<file path="config.mk">
export PLATFORM = sky130hd
export DESIGN_NAME = uart_axi_responder
export DESIGN_NICKNAME = d
export VERILOG_FILES = /design/src/rtl/uart_axi_pkg.sv /design/src/rtl/uart_axi_responder_byte_fifo.sv /design/src/rtl/uart_axi_responder.sv
export SDC_FILE = /design/constraint.sdc
export NUM_CORES = 1
export LEC_CHECK = 0
export ABC_AREA = 1
export CAP_MARGIN = 20
export CORE_UTILIZATION = 40
export DETAILED_ROUTE_END_ITERATION = 12
export PLACE_DENSITY = 0.64
export SETUP_SLACK_MARGIN = 0.5
export SKIP_LAST_GASP = 1
export SYNTH_ARGS = -nofsm -noshare
export SYNTH_HDL_FRONTEND = slang
export SYNTH_SLANG_ARGS = --single-unit
</file>
<file path="constraint.sdc">
create_clock -name clk -period 2.43 [get_ports clk]
set_input_delay 0.243 -clock clk [delete_from_list [all_inputs] [get_ports clk]]
set_output_delay 0.243 -clock clk [all_outputs]
set_load 0.1 [all_outputs]
</file>
<file path="src/rtl/uart_axi_pkg.sv">
// Shared constants for the UART AXI4-Lite responder: response codes,
// register offsets and status-register bit positions.
package uart_axi_pkg;

    localparam logic [1:0] RESP_OKAY   = 2'b00;
    localparam logic [1:0] RESP_SLVERR = 2'b10;

    localparam logic [3:0] OFS_RX   = 4'h0;
    localparam logic [3:0] OFS_TX   = 4'h4;
    localparam logic [3:0] OFS_STAT = 4'h8;

    localparam int STAT_RX_VALID = 0;
    localparam int STAT_RX_FULL  = 1;
    localparam int STAT_TX_EMPTY = 2;
    localparam int STAT_TX_FULL  = 3;

endpackage

</file>
<file path="src/rtl/uart_axi_responder_byte_fifo.sv">
// byte_fifo: circular byte buffer with wrapping pointers and an occupancy count.
// Pop is qualified by the registered count, so push+pop while full is legal.
module byte_fifo #(
    parameter int DEPTH = 16
) (
    input  logic                     clk,
    input  logic                     rstn,
    input  logic                     push,
    input  logic [7:0]               push_data,
    input  logic                     pop,
    output logic [7:0]               head,
    output logic                     full,
    output logic                     empty,
    output logic [$clog2(DEPTH):0]   count
);

    localparam int PW = $clog2(DEPTH);

    logic [7:0]    mem [DEPTH];
    logic [PW-1:0] wr_ptr;
    logic [PW-1:0] rd_ptr;
    logic          do_push;
    logic          do_pop;

    assign empty   = (count == '0);
    assign full    = (count == (PW+1)'(DEPTH));
    assign head    = mem[rd_ptr];
    assign do_pop  = pop && !empty;
    assign do_push = push && (!full || do_pop);

    always_ff @(posedge clk) begin
        if (!rstn) begin
            wr_ptr <= '0;
            rd_ptr <= '0;
            count  <= '0;
        end else begin
            if (do_push) wr_ptr <= wr_ptr + 1'b1;
            if (do_pop)  rd_ptr <= rd_ptr + 1'b1;
            count <= count + (PW+1)'(do_push) - (PW+1)'(do_pop);
        end
    end

    always_ff @(posedge clk) begin
        if (do_push) mem[wr_ptr] <= push_data;
    end

endmodule

</file>
<file path="src/rtl/uart_axi_responder.sv">
// AXI4-Lite responder exposing RX (pop) and TX (push) byte FIFOs of a UART.
// Define UART_AXI_STATUS_EN to make offset 0x8 a readable status register.
module uart_axi_responder
    import uart_axi_pkg::*;
#(
    parameter int DEPTH = 16,
    parameter int AW    = 4
) (
    input  logic        clk,
    input  logic        rstn,
    input  logic [31:0] s_araddr,
    input  logic        s_arvalid,
    output logic        s_arready,
    output logic [31:0] s_rdata,
    output logic [1:0]  s_rresp,
    output logic        s_rvalid,
    input  logic        s_rready,
    input  logic [31:0] s_awaddr,
    input  logic        s_awvalid,
    output logic        s_awready,
    input  logic [31:0] s_wdata,
    input  logic [3:0]  s_wstrb,
    input  logic        s_wvalid,
    output logic        s_wready,
    output logic [1:0]  s_bresp,
    output logic        s_bvalid,
    input  logic        s_bready,
    input  logic [7:0]  rx_in_data,
    input  logic        rx_in_valid,
    output logic        rx_in_ready,
    output logic [7:0]  tx_out_data,
    output logic        tx_out_valid,
    input  logic        tx_out_ready
);

    localparam int CW = $clog2(DEPTH) + 1;

    // Handshakes: a transfer occurs on the rising edge where valid && ready are both
    // high; valid and its payload are held stable until that edge.
    logic          ar_hs, aw_hs, w_hs;
    logic [AW-1:0] ar_ofs;
    logic [31:0]   rd_data;
    logic [1:0]    rd_resp;
    logic          rx_pop, rx_full, rx_empty;
    logic [7:0]    rx_head;
    logic [CW-1:0] rx_count;
    logic          tx_push, tx_full, tx_empty;
    logic [CW-1:0] tx_count;

    logic          aw_held, w_held;
    logic [AW-1:0] aw_ofs_q;
    logic [7:0]    wbyte_q;
    logic          wstrb0_q;
    logic [AW-1:0] cur_ofs;
    logic [7:0]    cur_byte;
    logic          cur_strb0;
    logic          wr_fire;
    logic [1:0]    wr_resp;

    assign s_arready    = ~s_rvalid;
    assign s_awready    = ~aw_held;
    assign s_wready     = ~w_held;
    assign ar_hs        = s_arvalid && s_arready;
    assign aw_hs        = s_awvalid && s_awready;
    assign w_hs         = s_wvalid && s_wready;
    assign ar_ofs       = s_araddr[AW-1:0];
    assign rx_in_ready  = ~rx_full;
    assign tx_out_valid = ~tx_empty;
    assign rx_pop       = ar_hs && (ar_ofs == AW'(OFS_RX)) && !rx_empty;

    byte_fifo #(.DEPTH(DEPTH)) u_rx_fifo (
        .clk       (clk),
        .rstn      (rstn),
        .push      (rx_in_valid && rx_in_ready),
        .push_data (rx_in_data),
        .pop       (rx_pop),
        .head      (rx_head),
        .full      (rx_full),
        .empty     (rx_empty),
        .count     (rx_count)
    );

    byte_fifo #(.DEPTH(DEPTH)) u_tx_fifo (
        .clk       (clk),
        .rstn      (rstn),
        .push      (tx_push),
        .push_data (cur_byte),
        .pop       (tx_out_valid && tx_out_ready),
        .head      (tx_out_data),
        .full      (tx_full),
        .empty     (tx_empty),
        .count     (tx_count)
    );

    always_comb begin
        rd_data = '0;
        rd_resp = RESP_SLVERR;
        if (ar_ofs == AW'(OFS_RX) && !rx_empty) begin
            rd_data = {24'h0, rx_head};
            rd_resp = RESP_OKAY;
        end
`ifdef UART_AXI_STATUS_EN
        else if (ar_ofs == AW'(OFS_STAT)) begin
            rd_data[STAT_RX_VALID] = ~rx_empty;
            rd_data[STAT_RX_FULL]  = rx_full;
            rd_data[STAT_TX_EMPTY] = tx_empty;
            rd_data[STAT_TX_FULL]  = tx_full;
            rd_resp = RESP_OKAY;
        end
`endif
    end

    always_ff @(posedge clk) begin
        if (!rstn) begin
            s_rvalid <= 1'b0;
            s_rdata  <= '0;
            s_rresp  <= '0;
        end else if (ar_hs) begin
            s_rvalid <= 1'b1;
            s_rdata  <= rd_data;
            s_rresp  <= rd_resp;
        end else if (s_rvalid && s_rready) begin
            s_rvalid <= 1'b0;
            s_rdata  <= '0;
            s_rresp  <= '0;
        end
    end

    // A beat arriving this cycle is used directly so AW/W in the same cycle
    // still produce bvalid on the following cycle.
    assign cur_ofs   = aw_held ? aw_ofs_q : s_awaddr[AW-1:0];
    assign cur_byte  = w_held ? wbyte_q : s_wdata[7:0];
    assign cur_strb0 = w_held ? wstrb0_q : s_wstrb[0];
    assign wr_fire   = (aw_held || aw_hs) && (w_held || w_hs) && !s_bvalid;

    always_comb begin
        wr_resp = RESP_SLVERR;
        tx_push = 1'b0;
        if (wr_fire && cur_ofs == AW'(OFS_TX)) begin
            if (!cur_strb0) begin
                wr_resp = RESP_OKAY;
            end else if (!tx_full) begin
                wr_resp = RESP_OKAY;
                tx_push = 1'b1;
            end
        end
    end

    always_ff @(posedge clk) begin
        if (!rstn) begin
            aw_held  <= 1'b0;
            w_held   <= 1'b0;
            aw_ofs_q <= '0;
            wbyte_q  <= '0;
            wstrb0_q <= 1'b0;
            s_bvalid <= 1'b0;
            s_bresp  <= '0;
        end else begin
            if (aw_hs) begin
                aw_held  <= 1'b1;
                aw_ofs_q <= s_awaddr[AW-1:0];
            end
            if (w_hs) begin
                w_held   <= 1'b1;
                wbyte_q  <= s_wdata[7:0];
                wstrb0_q <= s_wstrb[0];
            end
            if (wr_fire) begin
                s_bvalid <= 1'b1;
                s_bresp  <= wr_resp;
            end else if (s_bvalid && s_bready) begin
                s_bvalid <= 1'b0;
                s_bresp  <= '0;
                aw_held  <= 1'b0;
                w_held   <= 1'b0;
            end
        end
    end

    logic unused_bits;
    assign unused_bits = ^{s_araddr[31:AW], s_awaddr[31:AW], s_wdata[31:8],
                           s_wstrb[3:1], rx_count, tx_count};

endmodule

</file>
Word level (Yosys, flattened, before mapping)
Memories as Yosys holds them, arrays and structs flattened. A register that Yosys moved wholly into a read port is not among the register bits.
Index checks and enable logic that the tools add are counted.
{"block": "word_totals", "reg_bits": 79, "ram_bits": 256, "input_bits": 117, "wordCells": 100, "memories": 2}
{"block": "op_classes", "add_sub_neg": 8, "n_eq_ne": 3, "mux": 35, "bitwise_logic": 5, "n_reduce_logical": 31}
{"memory": "u_rx_fifo.mem", "words": 16, "word_bits": 8, "rd": 1, "rd_clocked_by_memory_dff": 1, "write_ports": 1, "line": "uart_axi_responder_byte_fifo.sv:19", "text": "logic [7:0] mem [DEPTH];"}
{"memory": "u_tx_fifo.mem", "words": 16, "word_bits": 8, "rd": 1, "rd_clocked_by_memory_dff": 1, "write_ports": 1, "line": "uart_axi_responder_byte_fifo.sv:19"}
{"operator": "$mux 32", "n": 2}
{"operator": "$mux 4", "n": 5}
{"operator": "$mux 1", "n": 18}
{"operator": "$logic_and 1x1->1", "n": 17}
{"operator": "$add 4x1->4 const B", "n": 4}
{"operator": "$mux 2", "n": 8}
{"operator": "$mux 8", "n": 2}
{"operator": "$add 5x1->5", "n": 2}
{"operator": "$eq 5x5->1 const B", "n": 2}
{"operator": "$logic_not 5->1", "n": 2}
{"operator": "$sub 5x1->5", "n": 2}
{"operator": "$logic_not 1->1", "n": 5}
{"operator": "$not 1->1", "n": 5}
{"operator": "$eq 4x3->1 const B", "n": 1}
{"operator": "$logic_not 4->1", "n": 1}
{"operator": "$logic_or 1x1->1", "n": 4}
{"operator": "$reduce_bool 2->1", "n": 2}

Longest topological paths before layout
Gate-level depths: netlist of the first run.
{"block": "logic_depth", "word_depth": 10, "ltp_mapped": 14, "depth_no_buf": 13}

Modules after synthesis
Synthesis of the first run repeated with hierarchy kept, for this count alone.
{"block": "hier_totals", "hier_cells": 1503, "hier_area_um2": 14383.8}
{"mod": "byte_fifo at u_rx_fifo", "instances": 1, "cells_per_inst": 651, "area_each_um2": 6470.0, "seq_area_each_um2": 4184.0}
{"mod": "byte_fifo at u_tx_fifo", "instances": 1, "cells_per_inst": 651, "area_each_um2": 6465.0, "seq_area_each_um2": 4184.0}
{"mod": "uart_axi_responder", "instances": 1, "cells_per_inst": 201, "area_each_um2": 1448.9, "seq_area_each_um2": 540.5}

Worst setup path after synthesis of the first run
Ideal clock, no wire load.
{"block": "synth_path", "kind": "register to register", "startpoint": "register u_tx_fifo.count[3]", "endpoint": "register u_tx_fifo.count[4]", "setup_ps": 119, "arrival_time_ps": 3217, "slack_ps": -906, "path_stages_with_launch": 14, "synth_period_minus_slack_ps": 3336, "path_cell_list": "dfxtp_1 inv_1 ha_1 nand4_1 nand2_1 inv_1 ha_1 inv_1 ha_1 fa_1 nand3_1 nand2_1 o21ai_0 a21oi_1"}
{"block": "synth_between", "elab_chain_len": 8, "word_cells_on_any_way": 14, "cone_classes": "add/sub (2); eq/ne (1); mux (3); bitwise (1); reduce/logical (7)"}
{"item": "start: declaration", "line": "uart_axi_responder_byte_fifo.sv:14", "text": "output logic [$clog2(DEPTH):0] count"}
{"item": "start signal: assignment", "line": "uart_axi_responder_byte_fifo.sv:39", "text": "count <= count + (PW+1)'(do_push) - (PW+1)'(do_pop);"}
{"item": "$logic_not 5->1 (*)", "line": "uart_axi_responder_byte_fifo.sv:25", "text": "assign empty = (count == '0);"}
{"item": "$not 1->1 (*)", "line": "uart_axi_responder.sv:68", "text": "assign tx_out_valid = ~tx_empty;"}
{"item": "named net tx_out_valid", "line": "uart_axi_responder.sv:32", "text": "output logic tx_out_valid,"}
{"item": "$logic_and 1x1->1 (*)", "line": "uart_axi_responder.sv:88", "text": ".pop (tx_out_valid && tx_out_ready),"}
{"item": "$logic_and 1x1->1 (*)", "line": "uart_axi_responder_byte_fifo.sv:28", "text": "assign do_pop = pop && !empty;"}
{"item": "named net u_tx_fifo.do_pop", "line": "uart_axi_responder_byte_fifo.sv:23", "text": "logic do_pop;"}
{"item": "$logic_or 1x1->1", "line": "uart_axi_responder_byte_fifo.sv:29", "text": "assign do_push = push && (!full || do_pop);"}
{"item": "$logic_and 1x1->1", "line": "uart_axi_responder_byte_fifo.sv:29"}
{"item": "$add 5x1->5", "line": "uart_axi_responder_byte_fifo.sv:39"}
{"item": "$sub 5x1->5 (*)", "line": "uart_axi_responder_byte_fifo.sv:39"}
Mark *: on every way through the listed nets, which the timed path passes. The rest lies on a longest branch.
A chain may end at the register's enable or synchronous reset.

==> flow_metrics.env, run 1 <==
export IMPL_outcome="finished, final reports clean"
export IMPL_cpPeakStageDelay_ns=0.45
export IMPL_switching_share_pct=31.9
export IMPL_cts_root_buf="clkbuf_16"
export IMPL_n_antenna_cell=0
export IMPL_fmax_mhz=440
export IMPL_hpwlAfterDp_um=19600
export IMPL_cp_start_kind="flip-flop"
export IMPL_hp_class="in2reg"
export IMPL_vias=9457
export IMPL_pwr_share_seq_pct=38.7
export IMPL_hold_depth=3
export IMPL_comb_power_share_pct=28.3
export IMPL_netlist_area_um2=13500
export IMPL_finalHoldViolCount=0
export IMPL_synth_most_common_cell="edfxtp_1"
export IMPL_setup_viol=0
export IMPL_clkTransAtPathRegs_ns=0.06
export IMPL_cp_data_required_time_ns=2.19
export IMPL_syn_to_final_growth_pct=26.9
export IMPL_place_congestion=0.769
export IMPL_synth_seq_area_share_pct=65.9
export IMPL_synth_area_leaders="edfxtp_1, dfxtp_1, nand2_1"
export IMPL_synthArstFlopShare_pct=0
export IMPL_synth_top_area_share_pct=56.9
export IMPL_via_per_inst=5.06
export IMPL_crit_family="flip-flops"
export IMPL_final_cells=1868
export IMPL_postLayoutCoreUtil_pct=52.2
export IMPL_pwr_share_clk_pct=33.0
export IMPL_syn_avg_cell_area_um2=10.6
export IMPL_io_buffer_count=58
export IMPL_firstDrtPassIters=5
export IMPL_drt_initial_drc_count=763
export IMPL_ios=168
export IMPL_rr_worst_depth=13
export IMPL_cp_max_fo=14
export IMPL_fin_tns_setup_ns=0
export IMPL_dieWidth_um=186
export IMPL_end_kind="primary output"
export IMPL_fin_crit_sh_pct=93.5
export IMPL_fp_coreArea_um2=32900
export IMPL_grt_ovfl_total=0
export IMPL_skew_ns=0.0361
export IMPL_rsz0062_at_grt="yes"
export IMPL_grt_max_degree=65
export IMPL_path_depth=7
export IMPL_initial_core_util_pct=41.1
export IMPL_cts_tree="yes"
export IMPL_crit_chain="inv_12 -> buf_6 -> o21ai_0 -> o221ai_2 -> nand3_2 -> nand2_2 -> buf_12"
export IMPL_clock_tree_buffer_depth=3
export IMPL_maxSlewViolCount=0
export IMPL_drc=0
export IMPL_grt_pass1_wl_um=49100
export IMPL_grt_use_total_pct=18.8
export IMPL_grt_pass1_vias=8819
export IMPL_p_leak_nw=6.55
export IMPL_fin_nets=1540
export IMPL_ir_worst_vdd_mv=0.739
export IMPL_fill_cells=2822
export IMPL_relSlewSlack_pct=30.4
export IMPL_synth_top_area_cell="edfxtp_1"
export IMPL_min_period_ns=2.27
export IMPL_die_height_um=186
export IMPL_dp_cells=1766
export IMPL_cts_buffers=35
export IMPL_antenna_found_initial=0
export IMPL_cp_arrival_ns=2.03
export IMPL_worst_pin_slew_ns=1.04
export IMPL_htree_levels=2
export IMPL_detail_route_antenna_nets=0
export IMPL_ys_warn_count=0
export IMPL_drt_total_wl_um=32800
export IMPL_synth_flop_cell="edfxtp_1"
export IMPL_clkLatencyLatePin_ns=0.53
export IMPL_synth_edf_count=256
export IMPL_drt_wirelength_per_cell_um=17.5
export IMPL_die_area_um2=34500
export IMPL_drv_max_cap_violation_count=0
export IMPL_synth_seq_cells=317
export IMPL_drive_gt1_share_pct=22.2
export IMPL_synth_cell_types=32
export IMPL_synth_commonest_cells="edfxtp_1, nand2_1, inv_1"
export IMPL_p_sw_mw=5.16
export IMPL_numClockSinks=317
export IMPL_powerDensity_nw_per_um2=942
export IMPL_syn_inst=1276
export IMPL_crit_buf_inv=3
export IMPL_seq_area_um2=8930
export IMPL_num_rows=66
export IMPL_crit_path_top_delay_cell="dfxtp_4"
export IMPL_multiInputGateArea_um2=4290
export IMPL_power_mw=16.2
export IMPL_p_int_mw=11.0
export IMPL_critPathKind="reg2out"
==> flip-flops by register name, indices dropped and copies added (netlist names), named ones only <==
name              count
u_rx_fifo.rd_ptr      4
s_rvalid              1
u_rx_fifo.mem       128
wstrb0_q              1
wbyte_q               8
u_tx_fifo.rd_ptr      4
s_bvalid              1
u_rx_fifo.count       5
w_held                1
u_rx_fifo.wr_ptr      4
aw_ofs_q              4
u_tx_fifo.mem       128
s_rresp               1
s_bresp               1
s_rdata               8
aw_held               1
u_tx_fifo.wr_ptr      4
u_tx_fifo.count       5
==> worst register-to-register path, cell delays in order, from the launching register on <==
cell	delay, ns
dfxtp_2	0.33
inv_2	0.05
ha_4	0.15
nand4_1	0.08
nand3_2	0.09
inv_2	0.09
ha_4	0.19
inv_2	0.06
ha_4	0.12
inv_2	0.03
fa_2	0.37
o31ai_4	0.19
o21ai_1	0.08
a21oi_1	0.12
==> power groups by stage <==
stage	logic [mW]	registers, mW	clock network [mW]
after floorplan	2.51	6.36	0
after global placement	3.48	6.34	0
after detailed placement	3.55	6.34	0
after CTS	4.14	6.26	5.41
after global routing	4.87	6.28	5.62
final	4.58	6.26	5.33
==> cell usage in the layout, fill, tap and decap left out, drive strengths merged, types with 33 or more instances in the layout <==
cell,Yosys,routed
nand3,119,119
a21oi,45,45
inv,162,163
nand2,245,245
clkbuf,24,49
dfxtp,61,61
o21ai,99,99
nor2,126,126
buf,58,106
clkdlybuf4s50,0,33
edfxtp,256,256
==> cells by family (layout without fill, tap and decap cells) <==
family	Yosys count	in the layout	synth area share [%]
DFF	317	317	65.9
and+or+nand+nor	502	502	15.6
buffers and inverters	244	369	8.07
xor gates and xnor gates	7	7	0.454
other	1	26	0.0277
adders and majority gates	24	24	2.33
AOI/OAI and AO/OA	181	181	7.63
==> what timing repair did <==
item / CTS / global route
endpoints found under the setup margin: 14 / 207
buffers inserted: 20 / 7
pin swaps: 33 / 59
gates cloned: 6 / 3
gates resized for setup: 46 / 93
hold buffers: 0 / 0
==> path summary, 6_finish.rpt <==
kind                                 start                       endpoint  slack, ns
max                              flip-flop                 tx_out_data[5]       0.16
min                              s_arvalid          s_rvalid$_SDFFE_PN0P_       0.32
max reg2reg  u_rx_fifo.count[2]$_SDFF_PN0_  u_rx_fifo.count[4]$_SDFF_PN0_       0.41
min reg2reg        wbyte_q[2]$_SDFFE_PN0P_        wbyte_q[2]$_SDFFE_PN0P_       0.45
==> final cells by class <==
| cell class | instances | area share [%] |
|---|---|---|
| clock buffers | 46 | 5.66 |
| clock inverters | 18 | 1.24 |
| inverters | 162 | 3.72 |
| multi-input cells | 740 | 25.0 |
| flip-flops and latches | 317 | 52.0 |
| well taps | 442 | 3.22 |
| repair buffers | 142 | 9.11 |
| repair inverters | 1 | 0.0510 |
==> per-layer routing <==
metal | vias to the layer above | GRT usage, % | routed length, um
met1 | 4550 | 25.3 | 14000
li1 | 4532 | - | -
met2 | 320 | 30.6 | 15900
met4 | 0 | 6.43 | 814
met3 | 55 | 3.42 | 2030
met5 | - | 0 | 0
==> through the flow <==
step                instance area [um^2]  hold slack [ns]  worst slack, ns
floorplan                          14000            0.342           -0.703
global placement                   15000            0.438           -0.159
detailed placement                 15000            0.443           -0.171
CTS                                16700            0.301            0.159
global route                       17200            0.309           0.0997
finish                             17200            0.320            0.157
Note: power is estimated with default switching activity, not from simulation.
==> inputs of run 2 (changes only) <==
--- a/config.mk
+++ b/config.mk
@@ -7,11 +7,13 @@
 export LEC_CHECK = 0
 export ABC_AREA = 1
 export CAP_MARGIN = 20
+export CORE_MARGIN = 3
 export CORE_UTILIZATION = 40
 export DETAILED_ROUTE_END_ITERATION = 12
-export PLACE_DENSITY = 0.64
+export PLACE_DENSITY = 0.61
 export SETUP_SLACK_MARGIN = 0.5
 export SKIP_LAST_GASP = 1
 export SYNTH_ARGS = -nofsm -noshare
 export SYNTH_HDL_FRONTEND = slang
+export SYNTH_HIERARCHICAL = 1
 export SYNTH_SLANG_ARGS = --single-unit
==> constraint.sdc (replaced) <==
create_clock -name clk -period 2.1 [get_ports clk]
set_input_delay 0.21 -clock clk [delete_from_list [all_inputs] [get_ports clk]]
set_output_delay 0.21 -clock clk [all_outputs]
set_load 0.1 [all_outputs]
==> run 2 against run 1 <==
  * The flow now finishes with violations (negative setup slack)
  * Utilization increased by 3.5 points
  * Global-route usage decreased by 0.52 points
  * Sequential share of layout area decreased by 6.1 points
  * Register-to-register slack got worse by 0.77 ns
  * Count of clock-buffer cells in the layout increased by 9
  * Power increased by 35%
  * Worst hold slack improved by 0.0049 ns
  * Worst setup slack got worse by 0.52 ns
  * Combinational power increased by 83%
==> flow_metrics.env, run 2 <==
export IMPL_syn_to_final_growth_pct=35.4
export IMPL_synth_flop_cell="edfxtp_1"
export IMPL_htree_levels=2
export IMPL_cts_tree="yes"
export IMPL_synth_area_leaders="edfxtp_1, nand2_1, dfxtp_1"
export IMPL_grt_max_degree=36
export IMPL_dieWidth_um=196
export IMPL_drv_max_cap_violation_count=0
export IMPL_netlist_area_um2=14400
export IMPL_powerDensity_nw_per_um2=1120
export IMPL_via_per_inst=4.89
export IMPL_grt_ovfl_total=0
export IMPL_hold_start="s_awaddr[2]"
export IMPL_synth_top_area_share_pct=53.4
export IMPL_mostFrequentLayoutCells="nand2_1, edfxtp_1, inv_1, nand3_1, buf_4"
export IMPL_die_area_um2=38300
export IMPL_post_dp_cell_area_um2=16300
export IMPL_whs_ns=0.324
export IMPL_r2r_start="u_rx_fifo/count[3]$_SDFF_PN0_"
export IMPL_outcome="finished, violations left"
export IMPL_critPathKind="reg2reg"
export IMPL_grt_use_total_pct=18.3
export IMPL_die_height_um=196
export IMPL_synth_commonest_cells="nand2_1, inv_1, edfxtp_1"
export IMPL_synth_edf_count=256
export IMPL_place_congestion=0.829
export IMPL_grt_pass1_wl_um=55700
export IMPL_hp_class="in2reg"
export IMPL_fmax_mhz=407
export IMPL_io_buffer_count=58
export IMPL_rr_worst_depth=18
export IMPL_finalHoldViolCount=0
export IMPL_vias=10671
export IMPL_min_period_ns=2.46
export IMPL_r2r_end="u_rx_fifo/count[4]$_SDFF_PN0_"
export IMPL_setup_viol=144
export IMPL_cts_root_buf="clkbuf_16"
export IMPL_worst_pin_slew_ns=0.668
export IMPL_cp_max_fo=2
export IMPL_drt_wirelength_per_cell_um=16.7
export IMPL_n_antenna_cell=0
export IMPL_rsz0062_at_grt="yes"
export IMPL_synth_cell_types=33
export IMPL_drt_initial_drc_count=772
export IMPL_hpwlAfterDp_um=21200
export IMPL_syn_avg_cell_area_um2=9.57
export IMPL_synth_seq_area_share_pct=61.9
export IMPL_cp_data_required_time_ns=2.51
export IMPL_drc=0
export IMPL_ios=168
export IMPL_dpl_worst_slack_ns=-0.558
export IMPL_clkTransAtPathRegs_ns=0.06
export IMPL_synth_most_common_cell="nand2_1"
export IMPL_cpPeakStageDelay_ns=0.34
export IMPL_skew_ns=0.0264
export IMPL_crit_buf_inv=6
export IMPL_maxSlewViolCount=0
export IMPL_grt_pass1_vias=10437
export IMPL_fill_cells=2864
export IMPL_crit_family="adder cells"
export IMPL_synth_top_area_cell="edfxtp_1"
export IMPL_numClockSinks=317
export IMPL_top_regs="u_rx_fifo/mem (128), u_tx_fifo/mem (128)"
export IMPL_crit_chain="inv_2 -> ha_4 -> nand3_4 -> buf_4 -> buf_4 -> buf_4 -> nand2_1 -> inv_2 -> ha_4 -> inv_2 -> ha_4 -> fa_2 -> nand2_2 -> nand2_2 -> a21oi_2 -> nand2_1 -> nand2_1 -> nor2_1"
export IMPL_postLayoutCoreUtil_pct=55.7
export IMPL_final_common_cell="nand2_1"
export IMPL_cts_buffers=35
export IMPL_fp_coreArea_um2=35000
export IMPL_cp_start_kind="flip-flop"
export IMPL_antenna_found_initial=0
export IMPL_end_kind="flip-flop"
export IMPL_ys_warn_count=6
export IMPL_clock_tree_buffer_depth=3
export IMPL_cp_arrival_ns=2.86
export IMPL_drt_total_wl_um=36500
export IMPL_p_leak_nw=8.19
export IMPL_postLayoutCellArea_um2=19500
export IMPL_hold_end="aw_ofs_q[2]$_SDFFE_PN0P_"
export IMPL_violations="negative setup slack"
export IMPL_syn_inst=1503
export IMPL_fin_nets=1839
export IMPL_drive_gt1_share_pct=28.5
export IMPL_synthArstFlopShare_pct=0
export IMPL_detail_route_antenna_nets=0
export IMPL_firstDrtPassIters=5
export IMPL_hold_depth=3
export IMPL_reg2reg_slack_ns=-0.36
export IMPL_fin_crit_sh_pct=117
export IMPL_power_mw=21.8
export IMPL_relSlewSlack_pct=55.3
export IMPL_crit_path_top_delay_cell="fa_2"
export IMPL_ir_worst_vdd_mv=1.46
export IMPL_initial_core_util_pct=41.1
export IMPL_synth_seq_cells=317
export IMPL_clkLatencyLatePin_ns=0.53
export IMPL_num_rows=68
export IMPL_setup_slack_ns=-0.359
## run 2: cell types whose count changed after synthesis, moves of 8 or more
cell / change
a21oi_1: -12
buf_6: +11
clkbuf_1: -20
inv_1: +98
inv_2: +11
nand2_1: +170
nand2_2: +8
nand3_1: +101
nor2_1: -48
o21ai_0: -86
o21ai_1: +15
o221ai_1: -29
## run 2: per-stage QoR
step	instances	setup TNS [ns]
after floorplan	1528	-1.41
after global placement	2038	-45.09
after detailed placement	2038	-50.05
after CTS	2166	-15.75
after global routing	2180	-43.54
final	2180	-26.04
## run 2: routing by layer
layer,wire [um],part of all wire [%],up-vias,GRT usage (%)
li1,-,-,5169,-
met1,14800,40,5078,23.3
met2,18400,50,352,31.8
met3,2220,6.1,72,2.98
met4,1090,3.0,0,6.28
met5,0,0,-,0
## run 2: final cells by class
type | instances | area [um^2] | share of cell area (%)
clock inverter | 9 | 109 | 0.559
sequential | 317 | 8940 | 45.9
multi-input combinational | 858 | 5120 | 26.3
tap | 455 | 569 | 2.92
inverter | 271 | 1100 | 5.67
timing repair buffer | 215 | 2580 | 13.3
clock buffer | 55 | 1050 | 5.41
## run 2: tightest hold or removal path: stages
cell and delay (ns):
clkdlybuf4s50_1 0.42, nor2_1 0.11, nor2_1 0.05
## run 2: worst max-delay path by stage
stage / start / endpoint / slack, ns / depth (start not counted)
after floorplan: u_rx_fifo/count[3]$_SDFF_PN0_ / u_rx_fifo/count[4]$_SDFF_PN0_ / -0.49 / 19
after global placement: s_araddr[3] / u_rx_fifo/count[4]$_SDFF_PN0_ / -0.52 / 18
after detailed placement: s_araddr[3] / u_rx_fifo/count[4]$_SDFF_PN0_ / -0.56 / 18
after CTS: u_rx_fifo/count[3]$_SDFF_PN0_ / u_rx_fifo/count[4]$_SDFF_PN0_ / -0.35 / 19
after global routing: u_rx_fifo/count[3]$_SDFF_PN0_ / u_rx_fifo/count[4]$_SDFF_PN0_ / -0.48 / 19
final: u_rx_fifo/count[3]$_SDFF_PN0_ / u_rx_fifo/count[4]$_SDFF_PN0_ / -0.36 / 18
## run 2: cell families after synthesis
family          count (synthesis)  share of synthesized area (%)
compound gates                 63                           2.23
xor+xnor                        8                          0.487
fa+ha+maj                      24                           2.19
buf+inv                       353                           11.1
flops                         317                           61.9
other cells                     1                         0.0261
simple gates                  737                           22.0
## run 2: power breakdown
| group | internal, mW | switching, mW | leakage, nW |
|---|---|---|---|
| registers | 7.14 | 0.198 | 2.82 |
| clock network | 3.61 | 2.47 | 0.570 |
| logic | 3.62 | 4.75 | 4.81 |
| total | 14.4 | 7.42 | 8.19 |
## run 2: what timing repair did
item                       4_1_cts  5_1_grt
resized for setup              109      139
cloned                          13        2
hold buffers                     0        0
setup endpoints to repair      285      301
pin swaps                       54       58
setup buffers                   51       12
